`src/rtl/conbus_arbiter_pkg.sv`:
```
// conbus_pack: shared definitions for the conbus arbiter slice.
//   m_number                   - default number of requesting masters
//   CONBUS_ARB_TIMEOUT_DEFAULT - default watchdog limit in cycles
//   arb_state_t                - arbiter FSM states; ABORT exists only when
//                                CONBUS_ARBITER_TIMEOUT_EN is defined
package conbus_pack;

    localparam int unsigned m_number                   = 8;
    localparam int unsigned CONBUS_ARB_TIMEOUT_DEFAULT = 255;

    typedef enum logic [1:0] {
        IDLE  = 2'd0,
        GRANT = 2'd1,
`ifdef CONBUS_ARBITER_TIMEOUT_EN
        TURN  = 2'd2,
        ABORT = 2'd3
`else
        TURN  = 2'd2
`endif
    } arb_state_t;

endpackage

```
`src/rtl/conbus_rr_pick.sv`:
```
// conbus_rr_pick: combinational rotating-priority search.
//   eligible - candidate request vector
//   last_idx - index of the previous winner; search starts at last_idx+1
//   winner   - index of the first eligible bit found (0 when none)
//   found    - high when any eligible bit is set
module conbus_rr_pick
    import conbus_pack::*;
#(
    parameter int unsigned M_NUM = m_number
) (
    input  logic [M_NUM-1:0]         eligible,
    input  logic [$clog2(M_NUM)-1:0] last_idx,
    output logic [$clog2(M_NUM)-1:0] winner,
    output logic                     found
);

    localparam int unsigned IW = $clog2(M_NUM);

    int unsigned   pos;
    logic [IW-1:0] p;

    always_comb begin
        found  = 1'b0;
        winner = '0;
        pos    = '0;
        p      = '0;
        // Offsets 1..M_NUM visit every master once, ending on last_idx itself.
        for (int unsigned i = 1; i <= M_NUM; i++) begin
            pos = (32'(last_idx) + i) % M_NUM;
            p   = IW'(pos);
            if (!found && eligible[p]) begin
                found  = 1'b1;
                winner = p;
            end
        end
    end

endmodule

```
`src/rtl/conbus_arbiter.sv`:
```
// conbus_arbiter: round-robin bus arbiter for M_NUM masters.
//   clk       - system clock, rising edge
//   rst       - synchronous active-low reset
//   req       - per-master cycle request
//   ack       - slave termination (ack|err|rty) for the current cycle
//   grant     - registered one-hot grant, zero when idle
//   gnt_idx   - registered index of the granted master, 0 when idle
//   gnt_valid - registered, high whenever grant is non-zero
//   timeout   - one-cycle pulse on a watchdog abort
// Optional: define CONBUS_ARBITER_TIMEOUT_EN to build the watchdog, the
// per-master abort mask and the ABORT state; otherwise timeout is 0.
module conbus_arbiter
    import conbus_pack::*;
#(
    parameter int unsigned M_NUM       = m_number,
    parameter int unsigned TIMEOUT_CYC = CONBUS_ARB_TIMEOUT_DEFAULT
) (
    input  logic                     clk,
    input  logic                     rst,
    input  logic [M_NUM-1:0]         req,
    input  logic                     ack,
    output logic [M_NUM-1:0]         grant,
    output logic [$clog2(M_NUM)-1:0] gnt_idx,
    output logic                     gnt_valid,
    output logic                     timeout
);

    localparam int unsigned IW = $clog2(M_NUM);

    arb_state_t       state, state_n;
    logic [M_NUM-1:0] grant_n;
    logic [IW-1:0]    gnt_idx_n;
    logic             gnt_valid_n;
    logic [IW-1:0]    last_idx, last_n;
    logic [M_NUM-1:0] eligible;
    logic [IW-1:0]    winner;
    logic             found;

`ifdef CONBUS_ARBITER_TIMEOUT_EN
    logic [15:0]      cnt, cnt_n;
    logic [M_NUM-1:0] mask, mask_n;
    logic             timeout_n;

    assign eligible = req & ~mask;
`else
    logic unused_cfg;

    assign eligible   = req;
    assign timeout    = 1'b0;
    assign unused_cfg = ack | (TIMEOUT_CYC == 0);
`endif

    conbus_rr_pick #(
        .M_NUM (M_NUM)
    ) u_pick (
        .eligible (eligible),
        .last_idx (last_idx),
        .winner   (winner),
        .found    (found)
    );

    always_comb begin
        state_n     = state;
        grant_n     = grant;
        gnt_idx_n   = gnt_idx;
        gnt_valid_n = gnt_valid;
        last_n      = last_idx;
`ifdef CONBUS_ARBITER_TIMEOUT_EN
        cnt_n       = cnt;
        timeout_n   = 1'b0;
        // A mask bit survives only while its master keeps requesting.
        mask_n      = mask & req;
`endif
        case (state)
            IDLE: begin
                if (found) begin
                    state_n          = GRANT;
                    grant_n          = '0;
                    grant_n[winner]  = 1'b1;
                    gnt_idx_n        = winner;
                    gnt_valid_n      = 1'b1;
                    last_n           = winner;
`ifdef CONBUS_ARBITER_TIMEOUT_EN
                    cnt_n            = '0;
`endif
                end
            end
            GRANT: begin
                if (!req[gnt_idx]) begin
                    state_n     = TURN;
                    grant_n     = '0;
                    gnt_idx_n   = '0;
                    gnt_valid_n = 1'b0;
                end
`ifdef CONBUS_ARBITER_TIMEOUT_EN
                else if (cnt == 16'(TIMEOUT_CYC)) begin
                    state_n     = ABORT;
                    grant_n     = '0;
                    gnt_idx_n   = '0;
                    gnt_valid_n = 1'b0;
                    timeout_n   = 1'b1;
                end else if (ack) begin
                    cnt_n = '0;
                end else begin
                    cnt_n = cnt + 16'd1;
                end
`endif
            end
            TURN: begin
                state_n = IDLE;
            end
`ifdef CONBUS_ARBITER_TIMEOUT_EN
            ABORT: begin
                // gnt_idx is already 0 here; last_idx still names the aborted owner.
                mask_n[last_idx] = 1'b1;
                state_n          = IDLE;
            end
`endif
            default: begin
                state_n = IDLE;
            end
        endcase
    end

    always_ff @(posedge clk) begin
        if (!rst) begin
            state     <= IDLE;
            grant     <= '0;
            gnt_idx   <= '0;
            gnt_valid <= 1'b0;
            last_idx  <= IW'(M_NUM - 1);
`ifdef CONBUS_ARBITER_TIMEOUT_EN
            timeout   <= 1'b0;
            cnt       <= '0;
            mask      <= '0;
`endif
        end else begin
            state     <= state_n;
            grant     <= grant_n;
            gnt_idx   <= gnt_idx_n;
            gnt_valid <= gnt_valid_n;
            last_idx  <= last_n;
`ifdef CONBUS_ARBITER_TIMEOUT_EN
            timeout   <= timeout_n;
            cnt       <= cnt_n;
            mask      <= mask_n;
`endif
        end
    end

endmodule

```
`config.mk`:
```
export PLATFORM = sky130hd
export DESIGN_NAME = conbus_arbiter
export DESIGN_NICKNAME = d
export VERILOG_FILES = /design/src/rtl/conbus_arbiter_pkg.sv /design/src/rtl/conbus_rr_pick.sv /design/src/rtl/conbus_arbiter.sv
export SDC_FILE = /design/constraint.sdc
export NUM_CORES = 1
export LEC_CHECK = 0
export BUFFER_PORTS_ARGS = -buffer_cell sky130_fd_sc_hd__buf_2
export CORE_ASPECT_RATIO = 2
export CORE_MARGIN = 4
export CORE_UTILIZATION = 40
export DETAILED_ROUTE_END_ITERATION = 10
export SKIP_LAST_GASP = 1
export SYNTH_ARGS = -nofsm -noshare
export SYNTH_HDL_FRONTEND = slang
export SYNTH_SLANG_ARGS = --single-unit
```
`constraint.sdc`:
```
create_clock -name clk -period 4 [get_ports clk]
set_input_delay 0.2 -clock clk [delete_from_list [all_inputs] [get_ports clk]]
set_output_delay 0.2 -clock clk [all_outputs]
set_load 0.02 [all_outputs]
```
==> results of run 1 <==
synthesized netlist by cell type, drive strengths merged (3+ instances only):
master	count	area [um2]
nand2	12	45.0
mux2	8	90.1
buf	10	65.1
or3	3	23.8
xnor2	3	26.3
nor2	8	30.0
mux2i	14	140
o21ai	6	33.8
a32o	4	40.0
dfxtp	17	340
and2	4	25.0
nor2b	4	25.0
a21oi	8	40.0
nand3	10	55.1
nor3	3	20.0
mux4	19	428
and3	5	31.3
clkbuf	10	38.8
o31ai	6	58.8
inv	4	15.0
a31oi	3	25.0
state kept, by name, indices dropped and copies added, names as in the netlist:
signal     cells
gnt_valid      1
last_idx       3
gnt_idx        3
state          2
grant          8
cells by family (layout without fill, tap and decap cells):
family	count (synthesis)	in the layout	share of synthesized area, %
other	1	1	0.193
AO/OA/AOI/OAI	45	45	19.4
adder cells (fa/ha/maj)	2	2	1.29
AND/OR/NAND/NOR	61	61	19.2
buffers and inverters	24	33	6.13
multiplexers	41	41	34.0
XOR/XNOR	5	5	2.26
flip-flops	17	17	17.6
stage by stage:
step / std cells / utilization [%] / power (mW) / area, um2
CTS: 260 / 44.9 / 2.16 / 2080
global placement: 256 / 43.9 / 2.01 / 2040
detailed placement: 256 / 43.9 / 2.03 / 2040
finish: 260 / 44.9 / 2.16 / 2080
floorplan: 196 / - / 1.71 / 1940
global route: 260 / 44.9 / 2.35 / 2080
how the worst min path moves through the flow:
stage,from,endpoint,slack (ps),depth (start not counted)
after floorplan,state[1],state[1],450,1
after global placement,grant[0],grant[0],450,1
after detailed placement,grant[4],grant[4],460,2
after CTS,rst,last_idx[2],220,2
after global routing,rst,last_idx[2],240,2
final,rst,last_idx[2],210,2
critical path, cell delays in order, from the launching register on:
cell and delay (ps):
sky130_fd_sc_hd__dfxtp_1 350, sky130_fd_sc_hd__inv_2 100, sky130_fd_sc_hd__ha_1 410, sky130_fd_sc_hd__buf_4 330
sky130_fd_sc_hd__mux2_1 370, sky130_fd_sc_hd__mux4_2 550, sky130_fd_sc_hd__a31oi_2 260, sky130_fd_sc_hd__nand4_4 200
sky130_fd_sc_hd__o31ai_4 470, sky130_fd_sc_hd__and2_1 270, sky130_fd_sc_hd__a32o_1 140
final cells by class:
| cell class | instances | area, um2 |
|---|---|---|
| Sequential cell | 17 | 340 |
| Inverter | 4 | 15.0 |
| Fill cell | 471 | 2560 |
| Timing Repair Buffer | 25 | 135 |
| Multi-Input combinational cell | 155 | 1480 |
| Clock buffer | 4 | 45.0 |
| Tap cell | 55 | 68.8 |
power groups by stage:
stage | logic, mW | clock network (mW) | registers, mW
floorplan | 1.42 | 0 | 0.293
global placement | 1.74 | 0 | 0.276
detailed placement | 1.75 | 0 | 0.277
CTS | 1.76 | 0.128 | 0.275
global route | 1.93 | 0.138 | 0.281
finish | 1.76 | 0.128 | 0.273
metal layers:
layer | track usage, % | vias to the layer above
li1 | - | 790
met1 | 18.4 | 825
met2 | 36.3 | 54
met3 | 0.972 | 20
met4 | 11.1 | 0
met5 | 0 | -
==> impl_results.rst, run 1 <==
.. list-table::
   :header-rows: 1

   * - Metric
     - Value
   * - Final count of hold timing violations
     - 0
   * - Final period utilization
     - 88.1%
   * - EDFF count, synth
     - 0
   * - Effective utilization at floorplan
     - 41.8%
   * - Cell row count
     - 35
   * - Internal Dissipation
     - 1.06 mW
   * - Ys Warns
     - 0
   * - WL/cell
     - 19.9 um
   * - Endpoint of the lowest-slack register-to-register path
     - grant[2]
   * - IO Count
     - 24
   * - Height of the die
     - 106 um
   * - Via count normalized by instance count
     - 6.50
   * - Synth Net Count
     - 209
   * - Post-synthesis cell count
     - 196
   * - Most common cell after layout, fill and taps aside
     - sky130_fd_sc_hd__buf_2
   * - Final-stage net count
     - 219
   * - Total Die Area
     - 0.00609 mm2
   * - Clock sinks
     - 17
   * - Fraction of layout cells with a size suffix above 1
     - 29.8%
   * - Cell area after synthesis
     - 0.00194 mm2
   * - Chip width
     - 57.2 um
   * - Met2 Routed Length
     - 3.02 mm
   * - Destination of the critical timing path
     - grant[2]
   * - Status
     - finished clean
   * - Routed Wire Length
     - 5.18 mm
   * - Prevailing post-synth register cell
     - sky130_fd_sc_hd__dfxtp_1
   * - Arrival time worst endpoint
     - 3720 ps
   * - Detailed-routing iteration count for the pre-antenna-repair pass
     - 4
   * - TritonCTS clock tree
     - done
   * - Number of antenna diodes
     - 0
   * - H-Tree Level Count
     - 1
   * - Slew headroom
     - 55.5%
   * - Worst hold slack
     - 212 ps
   * - Quantity of hold-fixing buffers added after cts
     - 0
   * - Register share of total power
     - 12.7%
   * - Switch share
     - 50.7%
   * - Reg clk slew, reported paths
     - 60 ps
   * - Post-CTS repair timing setup buffer count
     - 0
   * - Type of origin of the critical path
     - flop
   * - Initial detailed-routing violation count
     - 37
   * - Global placer's final weighted congestion
     - 0.781
   * - Worst vdd rail ir drop
     - 0.460 mV
   * - Max Freq
     - 284 MHz
   * - Worst r2r path cells
     - 10
   * - Port bufs
     - 21
   * - Final Max Slew Viols
     - 0
   * - Number of DRC violations after detailed routing
     - 0
   * - R2r setup slk
     - 480 ps
   * - Largest fanout on the critical path
     - 20
   * - Leakage component of the power
     - 0.794 nW
   * - Asr flop ratio synth
     - 0%
   * - Top Metal Used
     - met4
   * - Total half-perimeter wirelength after legalization and detailed placement
     - 4.24 mm
   * - Overflow after GRT
     - 0
   * - Total routed wire length on the met1 layer
     - 1.77 mm
   * - Maximum number of pins on one net before global-route repair
     - 24
   * - Source-to-sink clock delay at the later pin of the worst-skew pair
     - 250 ps
   * - Post-Place Setup Slack
     - 519 ps
   * - Share of power burned in combinational logic
     - 81.4%
   * - Switching pwr
     - 1.09 mW
   * - Part of the total power dissipated in the clock network
     - 5.9%
   * - Most frequent cells in the layout
     - sky130_fd_sc_hd__buf_2 (21), sky130_fd_sc_hd__mux4_2 (19), sky130_fd_sc_hd__dfxtp_1 (17), sky130_fd_sc_hd__mux2i_1 (14), sky130_fd_sc_hd__nand2_1 (12)
   * - Transition time at the pin with the least slew margin
     - 666 ps
   * - Count of final setup violators
     - 0
   * - Max-cap violations
     - 0
   * - Worst setup margin
     - 477 ps
   * - Wire length of the first global-routing pass
     - 9.01 mm
   * - Total routing usage reported by global routing
     - 18.7%
   * - Number of synthesized register bits
     - 17
   * - Detailed route wirelength on metal3
     - 136 um
   * - CP endpoint kind
     - flop
   * - Setup TNS
     - 0 ps
   * - Reg2Reg Launch Point
     - last_idx[0]
   * - Number of buffers created by CTS
     - 3
   * - Unique masters post-synth
     - 57
   * - Core Box Area
     - 0.00464 mm2
   * - Area growth syn-to-layout
     - 7.49%
   * - Setup Crit Path Kind
     - flop to flop
   * - Maximum clock insertion buffer count
     - 2
   * - Sequential area share after synthesis
     - 17.6%
   * - DR vias
     - 1689
   * - Setup clock skew after layout
     - 1.69 ps
   * - Required time at the endpoint of the critical path
     - 4200 ps
   * - Via count of the first global-routing pass
     - 1841
   * - Launch point of the worst path
     - last_idx[0]
   * - Post_cts resized
     - 0
   * - Shortest period the worst path allows
     - 3520 ps
   * - Final ANT Viol Nets
     - 0
   * - Mapped Avg Cell Area
     - 9.89 um2
   * - Library cell used as clock root buffer
     - sky130_fd_sc_hd__clkbuf_8
   * - Power per cell area
     - 1030 mW/mm2
   * - Antenna violations before repair
     - 0
   * - Path class of the lowest-slack min-delay path
     - primary input to flop
   * - Setup repair after global routing missed its margin
     - false
(Power assumes the default switching activity.)
==> run 2: changes to the inputs <==
--- a/config.mk
+++ b/config.mk
@@ -10,6 +10,7 @@
 export CORE_MARGIN = 4
 export CORE_UTILIZATION = 40
 export DETAILED_ROUTE_END_ITERATION = 10
+export PLACE_DENSITY_LB_ADDON = 0.08
 export SKIP_LAST_GASP = 1
 export SYNTH_ARGS = -nofsm -noshare
 export SYNTH_HDL_FRONTEND = slang
==> constraint.sdc (replaced) <==
create_clock -name clk -period 3.9 [get_ports clk]
set_input_delay 0.195 -clock clk [delete_from_list [all_inputs] [get_ports clk]]
set_output_delay 0.195 -clock clk [all_outputs]
set_load 0.02 [all_outputs]
==> impl_results.rst, run 2 (synthesized netlist as in run 1, its figures left out) <==
.. list-table::
   :header-rows: 1

   * - Metric
     - Value
   * - Met3 capacity usage during global routing
     - 1.58%
   * - TritonCTS clock tree
     - done
   * - Wire length of the first global-routing pass
     - 8.92 mm
   * - Origin of the worst min-delay path
     - rst
   * - Via count of the first global-routing pass
     - 1814
   * - Cells on Worst Hold Path
     - 2
   * - Total half-perimeter wirelength after legalization and detailed placement
     - 4.31 mm
   * - Biggest regs
     - grant (8), gnt_idx (3), last_idx (3)
   * - Maximum clock insertion buffer count
     - 2
   * - Required time at the endpoint of the critical path
     - 4050 ps
   * - Type of origin of the critical path
     - flop
   * - Final Max Slew Viols
     - 0
   * - Chip width
     - 57.2 um
   * - CP endpoint kind
     - flop
   * - Setup Crit Path Kind
     - flop to flop
   * - Transition time at the pin with the least slew margin
     - 643 ps
   * - Max Freq
     - 285 MHz
   * - Path class of the lowest-slack min-delay path
     - primary input to flop
   * - WL/cell
     - 20.3 um
   * - Source-to-sink clock delay at the later pin of the worst-skew pair
     - 250 ps
   * - Routed Wire Length
     - 5.29 mm
   * - Slowest Stage Delay on Critical Path
     - 560 ps
   * - Hold endpoint
     - last_idx[2]
   * - Core Box Area
     - 0.00464 mm2
   * - Leakage component of the power
     - 0.797 nW
   * - Number of buffers created by CTS
     - 3
   * - Met1 capacity usage during global routing
     - 18.4%
   * - Shortest period the worst path allows
     - 3510 ps
   * - Library cell used as clock root buffer
     - sky130_fd_sc_hd__clkbuf_8
   * - Count of final setup violators
     - 0
   * - Critical path's top delay family
     - multiplexers
   * - Power per cell area
     - 1060 mW/mm2
   * - Final instance area
     - 0.00208 mm2
   * - Setup TNS
     - 0 ps
   * - Cell row count
     - 35
   * - Final ANT Viol Nets
     - 0
   * - Detailed-routing iteration count for the pre-antenna-repair pass
     - 4
   * - Max-cap violations
     - 0
   * - Via count normalized by instance count
     - 6.40
   * - Total routing usage reported by global routing
     - 18.5%
   * - Largest fanout on the critical path
     - 20
   * - Cell-by-cell listing of the critical path
     - inv_2, ha_1, buf_4, mux2_1, mux4_2, a31oi_2, nand4_4, nor3_2, o211ai_1, o31ai_1
   * - Maximum number of pins on one net before global-route repair
     - 24
   * - Height of the die
     - 106 um
   * - Slowest library cell on the worst path
     - sky130_fd_sc_hd__mux4_2
   * - Buffers & Inverters on Critical Path
     - 2
   * - Overflow after GRT
     - 0
   * - Reg2Reg Launch Point
     - last_idx[0]
   * - Port bufs
     - 21
   * - Number of antenna diodes
     - 0
   * - Slew headroom
     - 57.0%
   * - Endpoint of the lowest-slack register-to-register path
     - grant[7]
   * - Final count of hold timing violations
     - 0
   * - R2r setup slk
     - 390 ps
   * - Fraction of layout cells with a size suffix above 1
     - 30.2%
   * - Register with the most flip-flops
     - grant
   * - Quantity of hold-fixing buffers added after cts
     - 0
   * - IO Count
     - 24
   * - Effective utilization at floorplan
     - 41.8%
   * - Final-stage net count
     - 219
   * - Most common cell after layout, fill and taps aside
     - sky130_fd_sc_hd__buf_2
   * - Placed standard-cell area
     - 0.00204 mm2
   * - Setup repair after global routing missed its margin
     - false
   * - Status
     - finished clean
   * - Number of flip-flops in the largest register
     - 8
   * - Antenna violations before repair
     - 0
   * - Area growth syn-to-layout
     - 7.55%
   * - Worst r2r path cells
     - 10
   * - Reg clk slew, reported paths
     - 70 ps
   * - Total Die Area
     - 0.00609 mm2
   * - Number of DRC violations after detailed routing
     - 0
   * - DR vias
     - 1665
   * - Initial detailed-routing violation count
     - 63
   * - Global placer's final weighted congestion
     - 0.814
   * - Post_cts resized
     - 0
   * - Final period utilization
     - 90.0%
   * - Clock sinks
     - 17
   * - Arrival time worst endpoint
     - 3660 ps
   * - Util after Layout
     - 44.9%
   * - Post-CTS repair timing setup buffer count
     - 0
   * - Most utilized layer in the global route result
     - met2
   * - H-Tree Level Count
     - 1
   * - Worst vdd rail ir drop
     - 0.460 mV
   * - Most frequent cells in the layout
     - sky130_fd_sc_hd__buf_2 (21), sky130_fd_sc_hd__mux4_2 (19), sky130_fd_sc_hd__dfxtp_1 (17), sky130_fd_sc_hd__mux2i_1 (14), sky130_fd_sc_hd__nand2_1 (12)
   * - Setup clock skew after layout
     - 0.852 ps
   * - GR Layer Usage met2
     - 36.0%
run 2: final cells by class:
class / instances / area, um2
repair buffers: 25 / 135
fillers: 468 / 2560
clock inverters: 1 / 5.00
flip-flops and latches: 17 / 340
well taps: 55 / 68.8
clock buffers: 3 / 41.3
multi-input cells: 155 / 1480
inverters: 4 / 15.0
run 2: how the worst max path moves through the flow:
stage                     cells past startpoint         from          end  slack (ps)
final                                        10  last_idx[0]     grant[7]         390
after global routing                         10  last_idx[0]     grant[1]         170
after CTS                                    10  last_idx[0]     grant[7]         380
after detailed placement                     10  last_idx[0]     grant[7]         400
after global placement                       10  last_idx[0]  last_idx[1]         430
after floorplan                              12  last_idx[1]     grant[0]         430
run 2: power breakdown:
group	switching (mW)	total (mW)	internal [mW]
Combinational	1.02	1.80	0.789
Sequential	0.0496	0.278	0.228
Clock	0.0589	0.130	0.0708
Total	1.12	2.21	1.09
run 2: per-layer routing:
| layer | part of all wire (%) | up-vias | wire, um |
|---|---|---|---|
| met5 | 0 | - | 0 |
| met4 | 5.1 | 0 | 269 |
| met3 | 2.7 | 15 | 142 |
| met2 | 58 | 45 | 3050 |
| met1 | 34 | 817 | 1820 |
| li1 | - | 788 | - |
run 2: per-stage QoR:
| stage | power [mW] | hold WS [ps] | instances | setup slack, ps |
|---|---|---|---|---|
| final | 2.21 | 234 | 260 | 389 |
| after global routing | 2.38 | 238 | 260 | 173 |
| after CTS | 2.21 | 225 | 260 | 377 |
| after detailed placement | 2.08 | 460 | 256 | 400 |
| after global placement | 2.06 | 452 | 256 | 433 |
| after floorplan | 1.76 | 447 | 196 | 428 |
